<file path="src/rtl/disp_data_latch_pkg.sv">
// Shared types, default parameters and width helper for the display data latch.
package disp_pkg;

  // Handshake/hold state of the latch.
  typedef enum logic [1:0] {
    EMPTY = 2'd0,
    HOLD  = 2'd1,
    READY = 2'd2
  } state_t;

  localparam int DIV_DEF         = 50000;
  localparam int DIGITS_DEF      = 4;
  localparam int HOLD_FRAMES_DEF = 4;

  localparam int DATA_W = 4;
  localparam int IDX_W  = 2;

  // Bits needed to count 0..n-1, never less than one.
  function automatic int cnt_width(input int n);
    return (n <= 1) ? 1 : $clog2(n);
  endfunction

endpackage

</file>
<file path="src/rtl/disp_data_latch_if.sv">
// Producer-side handshake plus the display-facing outputs of the latch.
interface disp_data_latch_if;
  import disp_pkg::*;

  logic [DATA_W-1:0] in_data;
  logic              in_valid;
  logic              in_ready;
  logic [DATA_W-1:0] disp_data;
  logic [IDX_W-1:0]  digit_idx;
  logic              scan_tick;
  logic              frame_done;

  // Producer / observer side.
  modport master (
    output in_data, in_valid,
    input  in_ready, disp_data, digit_idx, scan_tick, frame_done
  );

  // The latch itself.
  modport slave (
    input  in_data, in_valid,
    output in_ready, disp_data, digit_idx, scan_tick, frame_done
  );
endinterface

</file>
<file path="src/rtl/disp_data_latch_scan_prescaler.sv">
// Free-running digit scan: prescaler, registered slot-end strobe and digit index.
module scan_prescaler
  import disp_pkg::*;
#(
  parameter int DIV    = DIV_DEF,
  parameter int DIGITS = DIGITS_DEF
) (
  input  logic             clk,
  input  logic             res,
  output logic             scan_tick,
  output logic [IDX_W-1:0] digit_idx,
  output logic             frame_done
);

  localparam int               PW     = cnt_width(DIV);
  localparam logic [PW-1:0]    P_LAST = PW'(DIV - 1);
  localparam logic [IDX_W-1:0] D_LAST = IDX_W'(DIGITS - 1);

  logic [PW-1:0]    r_presc;
  logic [PW-1:0]    w_presc_next;
  logic             r_tick;
  logic [IDX_W-1:0] r_idx;

  // Next prescaler value, wrapping at DIV-1.
  always_comb begin
    w_presc_next = (r_presc == P_LAST) ? '0 : r_presc + PW'(1);
  end

  // The strobe is registered from the next count so it is high exactly while the count sits at DIV-1.
  always_ff @(posedge clk or negedge res) begin
    if (!res) begin
      r_presc <= '0;
      r_tick  <= 1'b0;
      r_idx   <= '0;
    end else begin
      r_presc <= w_presc_next;
      r_tick  <= (w_presc_next == P_LAST);
      if (r_tick) begin
        r_idx <= (r_idx == D_LAST) ? '0 : r_idx + IDX_W'(1);
      end
    end
  end

  assign scan_tick  = r_tick;
  assign digit_idx  = r_idx;
  assign frame_done = r_tick & (r_idx == D_LAST);

endmodule

</file>
<file path="src/rtl/disp_data_latch.sv">
// Holds an accepted nibble stable for a minimum number of full scan frames.
module disp_data_latch
  import disp_pkg::*;
#(
  parameter int DIV         = DIV_DEF,
  parameter int DIGITS      = DIGITS_DEF,
  parameter int HOLD_FRAMES = HOLD_FRAMES_DEF
) (
  input  logic               clk,
  input  logic               res,
  disp_data_latch_if.slave   bus
);

  localparam int            CW     = cnt_width(HOLD_FRAMES + 1);
  localparam logic [CW-1:0] C_LAST = CW'(HOLD_FRAMES);

  state_t            r_state, w_state_next;
  logic [CW-1:0]     r_cnt, w_cnt_next;
  logic [DATA_W-1:0] r_data, w_data_next;
  logic              r_ready, w_ready_next;
  logic              w_accept;
  logic              w_scan_tick;
  logic              w_frame_done;
  logic [IDX_W-1:0]  w_digit_idx;

  scan_prescaler #(
    .DIV    (DIV),
    .DIGITS (DIGITS)
  ) u_scan (
    .clk        (clk),
    .res        (res),
    .scan_tick  (w_scan_tick),
    .digit_idx  (w_digit_idx),
    .frame_done (w_frame_done)
  );

  assign w_accept = bus.in_valid & r_ready;

  // Next-state logic: accept wins over a coincident frame_done because READY never counts frames.
  always_comb begin
    w_state_next = r_state;
    w_cnt_next   = r_cnt;
    w_data_next  = r_data;
    w_ready_next = r_ready;
    case (r_state)
      EMPTY, READY: begin
        w_ready_next = 1'b1;
        if (w_accept) begin
          w_data_next  = bus.in_data;
          w_cnt_next   = '0;
          w_state_next = HOLD;
          w_ready_next = 1'b0;
        end
      end
      HOLD: begin
        w_ready_next = 1'b0;
        if (w_frame_done) begin
          w_cnt_next = r_cnt + CW'(1);
          if (r_cnt + CW'(1) == C_LAST) begin
            w_state_next = READY;
            w_ready_next = 1'b1;
          end
        end
      end
      default: begin
        w_state_next = EMPTY;
        w_ready_next = 1'b0;
      end
    endcase
  end

  // State, frame counter, held data and registered ready.
  always_ff @(posedge clk or negedge res) begin
    if (!res) begin
      r_state <= EMPTY;
      r_cnt   <= '0;
      r_data  <= '0;
      r_ready <= 1'b0;
    end else begin
      r_state <= w_state_next;
      r_cnt   <= w_cnt_next;
      r_data  <= w_data_next;
      r_ready <= w_ready_next;
    end
  end

  assign bus.in_ready   = r_ready;
  assign bus.disp_data  = r_data;
  assign bus.digit_idx  = w_digit_idx;
  assign bus.scan_tick  = w_scan_tick;
  assign bus.frame_done = w_frame_done;

endmodule

</file>
<file path="src/flat_wrapper.sv">
// flat-port wrapper written by rule: the top's interface ports become plain ports
module disp_data_latch_flat import disp_pkg::*;
#(
  parameter int DIV         = DIV_DEF,
  parameter int DIGITS      = DIGITS_DEF,
  parameter int HOLD_FRAMES = HOLD_FRAMES_DEF
)
  (clk, res, bus_in_data, bus_in_valid, bus_in_ready, bus_disp_data, bus_digit_idx, bus_scan_tick, bus_frame_done);
  disp_data_latch_if bus_i ();
  input  logic clk;
  input  logic res;
  input wire logic [$bits(bus_i.in_data)-1:0] bus_in_data;
  input wire logic [$bits(bus_i.in_valid)-1:0] bus_in_valid;
  output wire logic [$bits(bus_i.in_ready)-1:0] bus_in_ready;
  output wire logic [$bits(bus_i.disp_data)-1:0] bus_disp_data;
  output wire logic [$bits(bus_i.digit_idx)-1:0] bus_digit_idx;
  output wire logic [$bits(bus_i.scan_tick)-1:0] bus_scan_tick;
  output wire logic [$bits(bus_i.frame_done)-1:0] bus_frame_done;
  assign bus_i.in_data = bus_in_data;
  assign bus_i.in_valid = bus_in_valid;
  assign bus_in_ready = bus_i.in_ready;
  assign bus_disp_data = bus_i.disp_data;
  assign bus_digit_idx = bus_i.digit_idx;
  assign bus_scan_tick = bus_i.scan_tick;
  assign bus_frame_done = bus_i.frame_done;
  disp_data_latch #(.DIV(DIV), .DIGITS(DIGITS), .HOLD_FRAMES(HOLD_FRAMES)) u_core (.clk(clk), .res(res), .bus(bus_i));
endmodule
</file>
<file path="config.mk">
export PLATFORM = sky130hd
export DESIGN_NAME = disp_data_latch_flat
export DESIGN_NICKNAME = d
export VERILOG_FILES = /design/src/rtl/disp_data_latch_pkg.sv /design/src/rtl/disp_data_latch_if.sv /design/src/rtl/disp_data_latch_scan_prescaler.sv /design/src/rtl/disp_data_latch.sv /design/src/flat_wrapper.sv
export SDC_FILE = /design/constraint.sdc
export NUM_CORES = 1
export LEC_CHECK = 0
export ABC_CLOCK_PERIOD_IN_PS = 2350
export CORE_UTILIZATION = 45
export CTS_CLUSTER_DIAMETER = 200
export DETAILED_ROUTE_END_ITERATION = 10
export HOLD_SLACK_MARGIN = 0.08
export PLACE_DENSITY = 0.66
export REMOVE_ABC_BUFFERS = 1
export SYNTH_ARGS = -nofsm -noshare
export SYNTH_HDL_FRONTEND = slang
export SYNTH_SLANG_ARGS = --single-unit
</file>
<file path="constraint.sdc">
create_clock -name clk -period 2.35 [get_ports clk]
set_clock_uncertainty 0.05 [all_clocks]
set_input_delay 0.47 -clock clk [delete_from_list [all_inputs] [get_ports clk]]
set_output_delay 0.47 -clock clk [all_outputs]
set_load 0.01 [all_outputs]
</file>
# Yosys cells after proc, flatten, opt, wreduce, memory -nomap -nowiden

Cells that the tools add are included.

Register bits after elaboration: 29
Bits of input ports: 7
Output and inout bits: 9

Add/sub/neg operators: 3
Eq/ne operators: 9
Mux-type cells: 13
Bitwise gates (word level): 2
Reduce and logical (&&, ||, !) cells: 6

Operators with widths:

| kind                  | count |
|---|---|
| $eq 16x16->1 const B  | 2 |
| $add 16x1->16 const B | 1 |
| $mux 16               | 1 |
| $mux 2                | 4 |
| $mux 3                | 2 |
| $pmux 3 s2            | 1 |
| $reduce_and 3->1      | 2 |
| $eq 2x2->1 const B    | 2 |
| $ne 2x1->1 const B    | 2 |
| $pmux 2 s2            | 1 |
| $add 3x1->3 const B   | 1 |
| $eq 3x3->1 const B    | 1 |
| $mux 1                | 3 |
| $add 2x1->2 const B   | 1 |
| $and 1x1->1           | 2 |
| $eq 2x1->1 const B    | 1 |
| $logic_not 2->1       | 1 |
| $ne 2x2->1 const B    | 1 |
| $pmux 1 s2            | 1 |
| $reduce_and 2->1      | 1 |
| $reduce_bool 2->1     | 1 |
| $reduce_or 2->1       | 1 |

# Longest topological paths before layout

Gate-level depths: netlist of the first run.

Depth in word-level cells: 5
Mapped depth: 6

# By module

From an unflattened synthesis of the first run, not the netlist that was laid out.

Cell total of the unflattened synthesis: 140
Area, all modules: 1530.2 sq um

Modules (own cells, without submodules):

| module          | instances | cells an instance | area each (sq um) | sequential area each (sq um) |
|---|---|---|---|---|
| scan_prescaler  | 1         | 105               | 1053.5            | 475.5 |
| disp_data_latch | 1         | 35                | 476.7             | 250.2 |

# Least setup slack after synthesis of the first run

Ideal clock, no wire load.

Path kind: reg-to-reg
From: register u_core.u_scan.r_presc[5]
To: register u_core.u_scan.r_tick (netlist: u_core.u_scan.scan_tick)
Setup time: 0.131 ns
Data arrival time: 1.686 ns
Required time: 2.169 ns
Path slack: 0.483 ns
Cell stages (with the launch flop): 7
Path buffers: 1
Path through: dfrtp_1 buf_6 or4b_4 o41ai_2 a21oi_1 nor2_2 nor4b_4

Word-level cells in the longest chain between the ends: 3
Elaborated cells between the ends (all ways): 4
Classes of those cells: add/sub: 1; eq/ne: 2; mux: 1

Ends and longest elaborated chain:

| element                                       | line                                 | text |
|---|---|---|
| start: declaration                            | disp_data_latch_scan_prescaler.sv:19 | `logic [PW-1:0] r_presc;` |
| start signal: assignment                      | disp_data_latch_scan_prescaler.sv:36 | `r_presc <= w_presc_next;` |
| $add 16x1->16 or $eq 16x16->1 (tied branches) | disp_data_latch_scan_prescaler.sv:26 | `w_presc_next = (r_presc == P_LAST) ? '0 : r_presc + PW'(1);` |
| $mux 16 (*)                                   | disp_data_latch_scan_prescaler.sv:26 |  |
| $eq 16x16->1 (*)                              | disp_data_latch_scan_prescaler.sv:37 | `r_tick <= (w_presc_next == P_LAST);` |
| end signal: assignment                        | disp_data_latch_scan_prescaler.sv:37 |  |
| end: declaration                              | disp_data_latch_scan_prescaler.sv:21 | `logic r_tick;` |

Every way passes the cells marked *; elsewhere a longest branch is shown, timed or not.
A chain may end at the register's enable or synchronous reset.

# Worst setup path after layout of the first run

From: register u_core.u_scan.r_idx[0] (netlist: u_core.u_scan.digit_idx[0])
To: output port bus_frame_done

Word-level cells in the longest chain between the ends: 2

Ends and longest elaborated chain:

| element                  | line                                 | text |
|---|---|---|
| start: declaration       | disp_data_latch_scan_prescaler.sv:22 | `logic [IDX_W-1:0] r_idx;` |
| start signal: assignment | disp_data_latch_scan_prescaler.sv:39 | `r_idx <= (r_idx == D_LAST) ? '0 : r_idx + IDX_W'(1);` |
| $eq 2x2->1               | disp_data_latch_scan_prescaler.sv:46 | `assign frame_done = r_tick & (r_idx == D_LAST);` |
| $and 1x1->1              | disp_data_latch_scan_prescaler.sv:46 |  |
| end: declaration         | flat_wrapper.sv:18                   | `output wire logic [$bits(bus_i.frame_done)-1:0] bus_frame_done;` |

No other way between the ends.

==> results of run 1 <==
## Yosys cell counts (2+ instances only)
cell	count	area [um^2]
a21o_1	2	15.01
a21oi_1	4	20.02
and3_1	2	12.51
clkbuf_1	4	15.01
dfrtp_1	29	725.7
ha_1	4	50.05
inv_1	4	15.01
mux2_1	4	45.04
nand2_1	10	37.54
nand3_1	6	30.03
nand3b_1	3	22.52
nand4_1	4	25.02
nand4b_1	2	17.52
nor2_1	10	37.54
nor2b_1	2	12.51
nor3_1	3	15.01
nor3b_1	2	15.01
nor4_2	2	25.02
o21ai_0	2	10.01
o21ai_1	5	25.02
xnor2_1	5	43.79
xor2_1	7	61.31
## metrics by stage
stage / instances / utilization / power (mW) / setup WS, ns / hold slack, ns
finish: 204 / 0.5671 / 1.058 / 0.2341 / 0.4437
global route: 204 / 0.5671 / 1.116 / 0.1070 / 0.4802
CTS: 204 / 0.5671 / 1.075 / 0.2157 / 0.4503
detailed placement: 197 / 0.5496 / 0.7686 / 0.3775 / 0.4358
global placement: 197 / 0.5496 / 0.7606 / 0.4059 / 0.4225
floorplan: 137 / - / 0.6550 / 0.5128 / 0.1244
## cell families after synthesis
group | after synthesis | synth area share
compound gates | 21 | 0.09275
xor+xnor | 12 | 0.06774
fa+ha+maj | 4 | 0.03226
buf+inv | 11 | 0.03225
flops | 29 | 0.4677
mux | 6 | 0.04274
simple gates | 60 | 0.2645
## power by group through the flow
| stage | Sequential (mW) | Combinational (mW) | Clock, mW |
|---|---|---|---|
| after global placement | 0.583 | 0.178 | 0 |
| final | 0.576 | 0.177 | 0.304 |
| after CTS | 0.577 | 0.182 | 0.317 |
| after floorplan | 0.603 | 0.0523 | 0 |
| after detailed placement | 0.587 | 0.181 | 0 |
| after global routing | 0.584 | 0.192 | 0.341 |
## metal layers
layer	global-route usage	routed length (um)
met2	0.2904	1334
met5	0	0
met4	0.07792	52
met3	0.05757	145
met1	0.2395	1338
## area by class of cell
class / count / area, um^2 / share of cell area
Inverter: 5 / 18.77 / 0.01050
Tap cell: 44 / 55.05 / 0.03079
Sequential cell: 29 / 725.7 / 0.4059
Timing Repair Buffer: 16 / 157.7 / 0.08817
Multi-Input combinational cell: 103 / 775.7 / 0.4339
Clock buffer: 7 / 55.05 / 0.03079
## cell usage in the layout (no fill, tap or decap), types with 3 or more instances in the layout
master,count
a21oi_1,4
clkbuf_4,5
clkdlybuf4s50_1,15
dfrtp_1,29
ha_1,4
inv_1,4
mux2_1,4
nand2_1,10
nand3_1,6
nand3b_1,3
nand4_1,4
nor2_1,10
nor3_1,3
o21ai_1,5
xnor2_1,5
xor2_1,7
## sequential cells by signal (all words and copies together) (netlist names)
register and count:
u_core.bus.in_ready 1, u_core.u_scan.digit_idx 2, u_core.r_state 2, u_core.u_scan.scan_tick 1, u_core.r_cnt 3, u_core.bus.disp_data 4
u_core.u_scan.r_presc 16
## worst max-delay path, delay by kind of cell, from the launching register on
| family | cells | cell delay, ns |
|---|---|---|
| simple gates | 1 | 0.12 |
| flops | 1 | 0.41 |
| buf+inv | 2 | 0.53 |
| fa+ha+maj | 1 | 0.21 |
## worst min path at each step
| stage | depth (start not counted) | to | slack [ns] | from |
|---|---|---|---|---|
| 2_1_floorplan | 0 | u_core.bus.disp_data[0]$_DFFE_PN0P_ | 0.12 | res |
| 3_3_place_gp | 1 | u_core.bus.disp_data[2]$_DFFE_PN0P_ | 0.42 | u_core.bus.disp_data[2]$_DFFE_PN0P_ |
| 3_5_place_dp | 1 | u_core.bus.disp_data[2]$_DFFE_PN0P_ | 0.44 | u_core.bus.disp_data[2]$_DFFE_PN0P_ |
| 4_1_cts | 1 | u_core.bus.disp_data[2]$_DFFE_PN0P_ | 0.45 | u_core.bus.disp_data[2]$_DFFE_PN0P_ |
| 5_1_grt | 1 | u_core.u_scan.digit_idx[0]$_DFFE_PN0P_ | 0.48 | u_core.u_scan.digit_idx[0]$_DFFE_PN0P_ |
| 6_report | 1 | u_core.bus.disp_data[2]$_DFFE_PN0P_ | 0.44 | u_core.bus.disp_data[2]$_DFFE_PN0P_ |
==> out/results.md, run 1 <==
### Run status
• finished clean — outcome

### STA
• 0.7041 — headroom to the max-slew limit
• 0 — Max Slew Vio Count
• 0 — count of final setup violators
• 472.6 MHz — FMAX
• false — unrepaired setup endpoints after global routing
• 2.116 ns — shortest clock period the worst path allows after layout
• 0 — final hold violation count
• 0 ns — Setup Total Neg Slack
• 0.4405 ns — Slew @ Worst Pin
• 0.9004 — final critical-path share of the clock period

### Synthesis
• 1551 um^2 — post-synthesis instance area
• dfrtp_1 — flip-flop cell with the highest count after synthesis
• 10.85 um^2 — Post-Synthesis Mean Instance Area
• 143 — gate count after technology mapping
• 0 — Synth Warn #
• 0.4677 — post-synthesis sequential area ratio
• 1.000 — share of flip-flops with an asynchronous set or reset
• 49 — Netlist cell types
• 29 — register bit total from synthesis
• 0 — Post-synth EDFFs

### Drt
• 4 — DR pass1 iterations
• 0 — remaining antenna violation count after routing
• 5.475 — vias per std cell
• 0 — DRC violations left
• 14.07 um — DR WL/cell
• 2870 um — final routed wirelength across all metal layers
• 1117 — count of vias placed by the detailed router
• 61 — number of violations reported at the end of detailed-routing iteration 0

### Power
• 240.6 uV — IR Drop Worst-Case VDD
• 0.2620 mW — Net Switching
• 591.6 nW/um^2 — power per unit of standard cell area
• 0.2477 — proportion of total power due to net switching
• 0.7957 mW — internal power consumption
• 0.288 — fraction of power consumed by the clock network
• 0.545 — sequential power share
• 0.7631 nW — leakage component of the power
• 0.168 — combinational power share

### Floorplan
• 16 — Boundary Pins
• 3686 um^2 — overall die area
• 60.72 um — DIE HEIGHT
• 60.72 um — width of the die
• 20 — std cell rows
• 0.4921 — effective utilization at floorplan
• 3153 um^2 — core region area

### Setup path
• 0.47 ns — Critical Path Max Stage Delay
• 0.35 ns — internal reg-to-reg setup slack
• output port — Crit. End Element
• u_core.u_scan.r_presc[14]$_DFF_PN0_ — R2R Path End
• u_core.u_scan.r_presc[5]$_DFF_PN0_ — launching point of the worst reg2reg path
• 1.83 ns — required time at the endpoint of the critical path
• 3 — biggest fanout along the worst timing path
• ha_1 -> nand2_1 -> inv_2 -> clkdlybuf4s50_1 — cells traversed along the worst timing path
• flip-flop to output port — category of the critical setup timing path
• flip-flop — critical path launch point type
• 1.60 ns — CP arrival
• 4 — cells on worst reg2reg path
• bus_frame_done — termination of the worst setup path
• clkdlybuf4s50_1 — critical path's slowest cell
• u_core.u_scan.digit_idx[0]$_DFFE_PN0P_ — crit path from

### Worst hold path
• flip-flop to flip-flop — Hold WC Path Type

### CTS
• 2 — H-tree depth
• 0.09 ns — clock transition time at the flip-flop clock pins of the worst setup and hold paths
• 0.32 ns — insertion delay to the later sink of the worst-skew pair
• 0 — cts repair resizes
• 2 — largest buffer count on any clock path
• clkbuf_4 — cell chosen for the clock root
• yes — TritonCTS clock tree
• 29 — clock sink total
• 5 — CTS buffer count
• 0 — number of buffers inserted to repair setup after CTS
• 0 — cts-stage hold buffer count

### Global route
• 0.1857 — total global routing track utilization
• 1046 — vias in the first global route
• 0 — leftover overflow at the end of global routing
• 30 — pin count of the biggest net entering global routing
• 0 — number of antenna violations at the first check in global routing
• 4843 um — global-route wire length before repair

### Place
• 2032 um — estimated wirelength of the detail-placed design
• 15 — Port Buffer Count
• 1733 um^2 — Post-DP Area
• 0.8367 — RePlAce Congestion

### Finish
• 171 — post-layout net count
• 15.24% — relative area change from synthesis to final layout
• 0.1250 — fraction of final layout cells with drive strength greater than 1
• 0 — diode insertion count for antenna repair
• 291 — Fillers
• 1788 um^2 — cell area after layout

### Run
• 0 — number of maximum-capacitance constraint violations

Note: power is estimated with default switching activity, not from simulation.
==> run 2, diff against run 1 <==
--- a/config.mk
+++ b/config.mk
@@ -9,9 +9,11 @@
 export CORE_UTILIZATION = 45
 export CTS_CLUSTER_DIAMETER = 200
 export DETAILED_ROUTE_END_ITERATION = 10
+export DONT_BUFFER_PORTS = 1
 export HOLD_SLACK_MARGIN = 0.08
-export PLACE_DENSITY = 0.66
 export REMOVE_ABC_BUFFERS = 1
+export SLEW_MARGIN = 5
 export SYNTH_ARGS = -nofsm -noshare
 export SYNTH_HDL_FRONTEND = slang
 export SYNTH_SLANG_ARGS = --single-unit
+export TNS_END_PERCENT = 5
==> run 2 against run 1 <==
Compared with the run above: first-iteration DRC count up 44%; die area is the same; cell area shrank 5.2%; power grew 4.5%; non-clock buffer count down 14; global-route usage is 2.0 points lower; sequential share of layout area grew 2.2 points; wire length fell by 3.9%; fmax increased by 5.0%; clock power up 41%.
==> out/results.md, run 2 (synthesis results as in run 1) <==
### Power
• 0.069 — combinational power share
• 0.2648 mW — Net Switching
• 0.8401 mW — internal power consumption
• 0.7291 nW — leakage component of the power
• 240.2 uV — IR Drop Worst-Case VDD
• 1.105 mW — overall power consumption
• 0.388 — fraction of power consumed by the clock network
• 0.543 — sequential power share
• 0.2397 — proportion of total power due to net switching
• 652.2 nW/um^2 — power per unit of standard cell area

### Floorplan
• 3686 um^2 — overall die area
• 20 — std cell rows
• 60.72 um — width of the die
• 60.72 um — DIE HEIGHT
• 0.4921 — effective utilization at floorplan
• 3153 um^2 — core region area
• 16 — Boundary Pins

### Finish
• u_core.u_scan.r_presc — register with the highest flop count
• dfrtp_1 — most frequent standard cell in the layout excluding fill and tap cells
• 29 x dfrtp_1, 10 x nand2_1, 10 x nor2_1 — commonest non-fill, non-tap cells in the layout
• 191 — non-filler cells in the finished layout
• 157 — post-layout net count
• 9.193% — relative area change from synthesis to final layout
• 16 — number of flip-flops under the largest register name
• 0.1497 — fraction of final layout cells with drive strength greater than 1
• 0 — diode insertion count for antenna repair
• 0.5373 — final design utilization
• 1694 um^2 — cell area after layout

### Drt
• 88 — number of violations reported at the end of detailed-routing iteration 0
• 14.43 um — DR WL/cell
• 5.707 — vias per std cell
• 4 — DR pass1 iterations
• 2757 um — final routed wirelength across all metal layers
• 0 — DRC violations left
• 0 — remaining antenna violation count after routing
• 1090 — count of vias placed by the detailed router

### Setup path
• u_core.u_scan.scan_tick$_DFF_PN0_ — termination of the worst setup path
• 2.17 ns — CP arrival
• 7 — biggest fanout along the worst timing path
• flip-flop — critical path launch point type
• u_core.u_scan.r_presc[5]$_DFF_PN0_ — crit path from
• flip-flop — Crit. End Element
• flip-flop to flip-flop — category of the critical setup timing path
• 0.33 ns — internal reg-to-reg setup slack
• u_core.u_scan.scan_tick$_DFF_PN0_ — R2R Path End
• 5 — cells on worst reg2reg path
• 2.50 ns — required time at the endpoint of the critical path
• u_core.u_scan.r_presc[5]$_DFF_PN0_ — launching point of the worst reg2reg path

### Worst hold path
• input port to flip-flop — Hold WC Path Type
• 1 — Cells on Worst Hold Path

### Place
• 1575 um^2 — Post-DP Area
• 1966 um — estimated wirelength of the detail-placed design
• 0 — Port Buffer Count
• 0.3763 ns — worst slack at placement
• 0.8184 — RePlAce Congestion
• 181 — placed cells

### STA
• 2.016 ns — shortest clock period the worst path allows after layout
• 496.0 MHz — FMAX
• 0 — final hold violation count
• false — unrepaired setup endpoints after global routing
• 0 — count of final setup violators
• 0.4440 ns — Slew @ Worst Pin
• 0.8579 — final critical-path share of the clock period
• 0.7017 — headroom to the max-slew limit
• 0.2240 ns — smallest hold slack
• 0 ns — Setup Total Neg Slack
• 0 — Max Slew Vio Count
• 0.3339 ns — final worst setup slack

### Global route
• 30 — pin count of the biggest net entering global routing
• 4353 um — global-route wire length before repair
• 0 — leftover overflow at the end of global routing
• 0 — number of antenna violations at the first check in global routing
• 1042 — vias in the first global route
• 0.1659 — total global routing track utilization

### CTS
• 2 — largest buffer count on any clock path
• 0.10 ns — clock transition time at the flip-flop clock pins of the worst setup and hold paths
• 29 — clock sink total
• 0 — number of buffers inserted to repair setup after CTS
• 2 — H-tree depth
• 0.32 ns — insertion delay to the later sink of the worst-skew pair
• yes — TritonCTS clock tree
• 0 — cts repair resizes
• clkbuf_4 — cell chosen for the clock root
• 5 — CTS buffer count

### Run status
• finished clean — outcome

### Run
• 0 — number of maximum-capacitance constraint violations

[run 2: area by class of cell]
type                    instances  area [um^2]
clock buffers                   6        51.30
clock inverters                 2        37.54
fillers                       291         1459
inverters                       5        18.77
multi-input cells             103        775.7
flip-flops and latches         29        725.7
well taps                      44        55.05
repair buffers                  2        30.03
[run 2: metal layers]
layer  part of all wire  GRT usage  routed length, um
met4             0.0091    0.08117                 25
met5                  0          0                  0
met1               0.44     0.1810               1226
met2               0.50     0.2904               1386
met3              0.043    0.05330                118
[run 2: power by group through the flow]
stage / Combinational (mW) / Sequential [mW] / Clock, mW
floorplan: 0.0523 / 0.603 / 0
global placement: 0.0577 / 0.609 / 0
detailed placement: 0.0633 / 0.612 / 0
CTS: 0.0789 / 0.601 / 0.447
global route: 0.0878 / 0.607 / 0.472
finish: 0.0762 / 0.600 / 0.429
[run 2: critical path: stages, from the launching register on]
cell and delay [ns]:
dfrtp_1 0.47, or4b_4 0.58, o41ai_2 0.42, a21oi_1 0.14, nor2_2 0.17, nor4b_4 0.06
[run 2: worst min path at each step]
| stage | startpoint | to |
|---|---|---|
| detailed placement | res | u_core.bus.disp_data[3]$_DFFE_PN0P_ |
| global placement | res | u_core.bus.disp_data[3]$_DFFE_PN0P_ |
| floorplan | res | u_core.bus.disp_data[0]$_DFFE_PN0P_ |
| CTS | bus_in_data[2] | u_core.bus.disp_data[2]$_DFFE_PN0P_ |
| finish | bus_in_data[2] | u_core.bus.disp_data[2]$_DFFE_PN0P_ |
| global route | bus_in_data[1] | u_core.bus.disp_data[1]$_DFFE_PN0P_ |
[run 2: timing repair]
action | in CTS | in global routing
endpoints found under the hold margin | 29 | 0
setup endpoints to repair | 0 | 0
hold buffers | 2 | 0
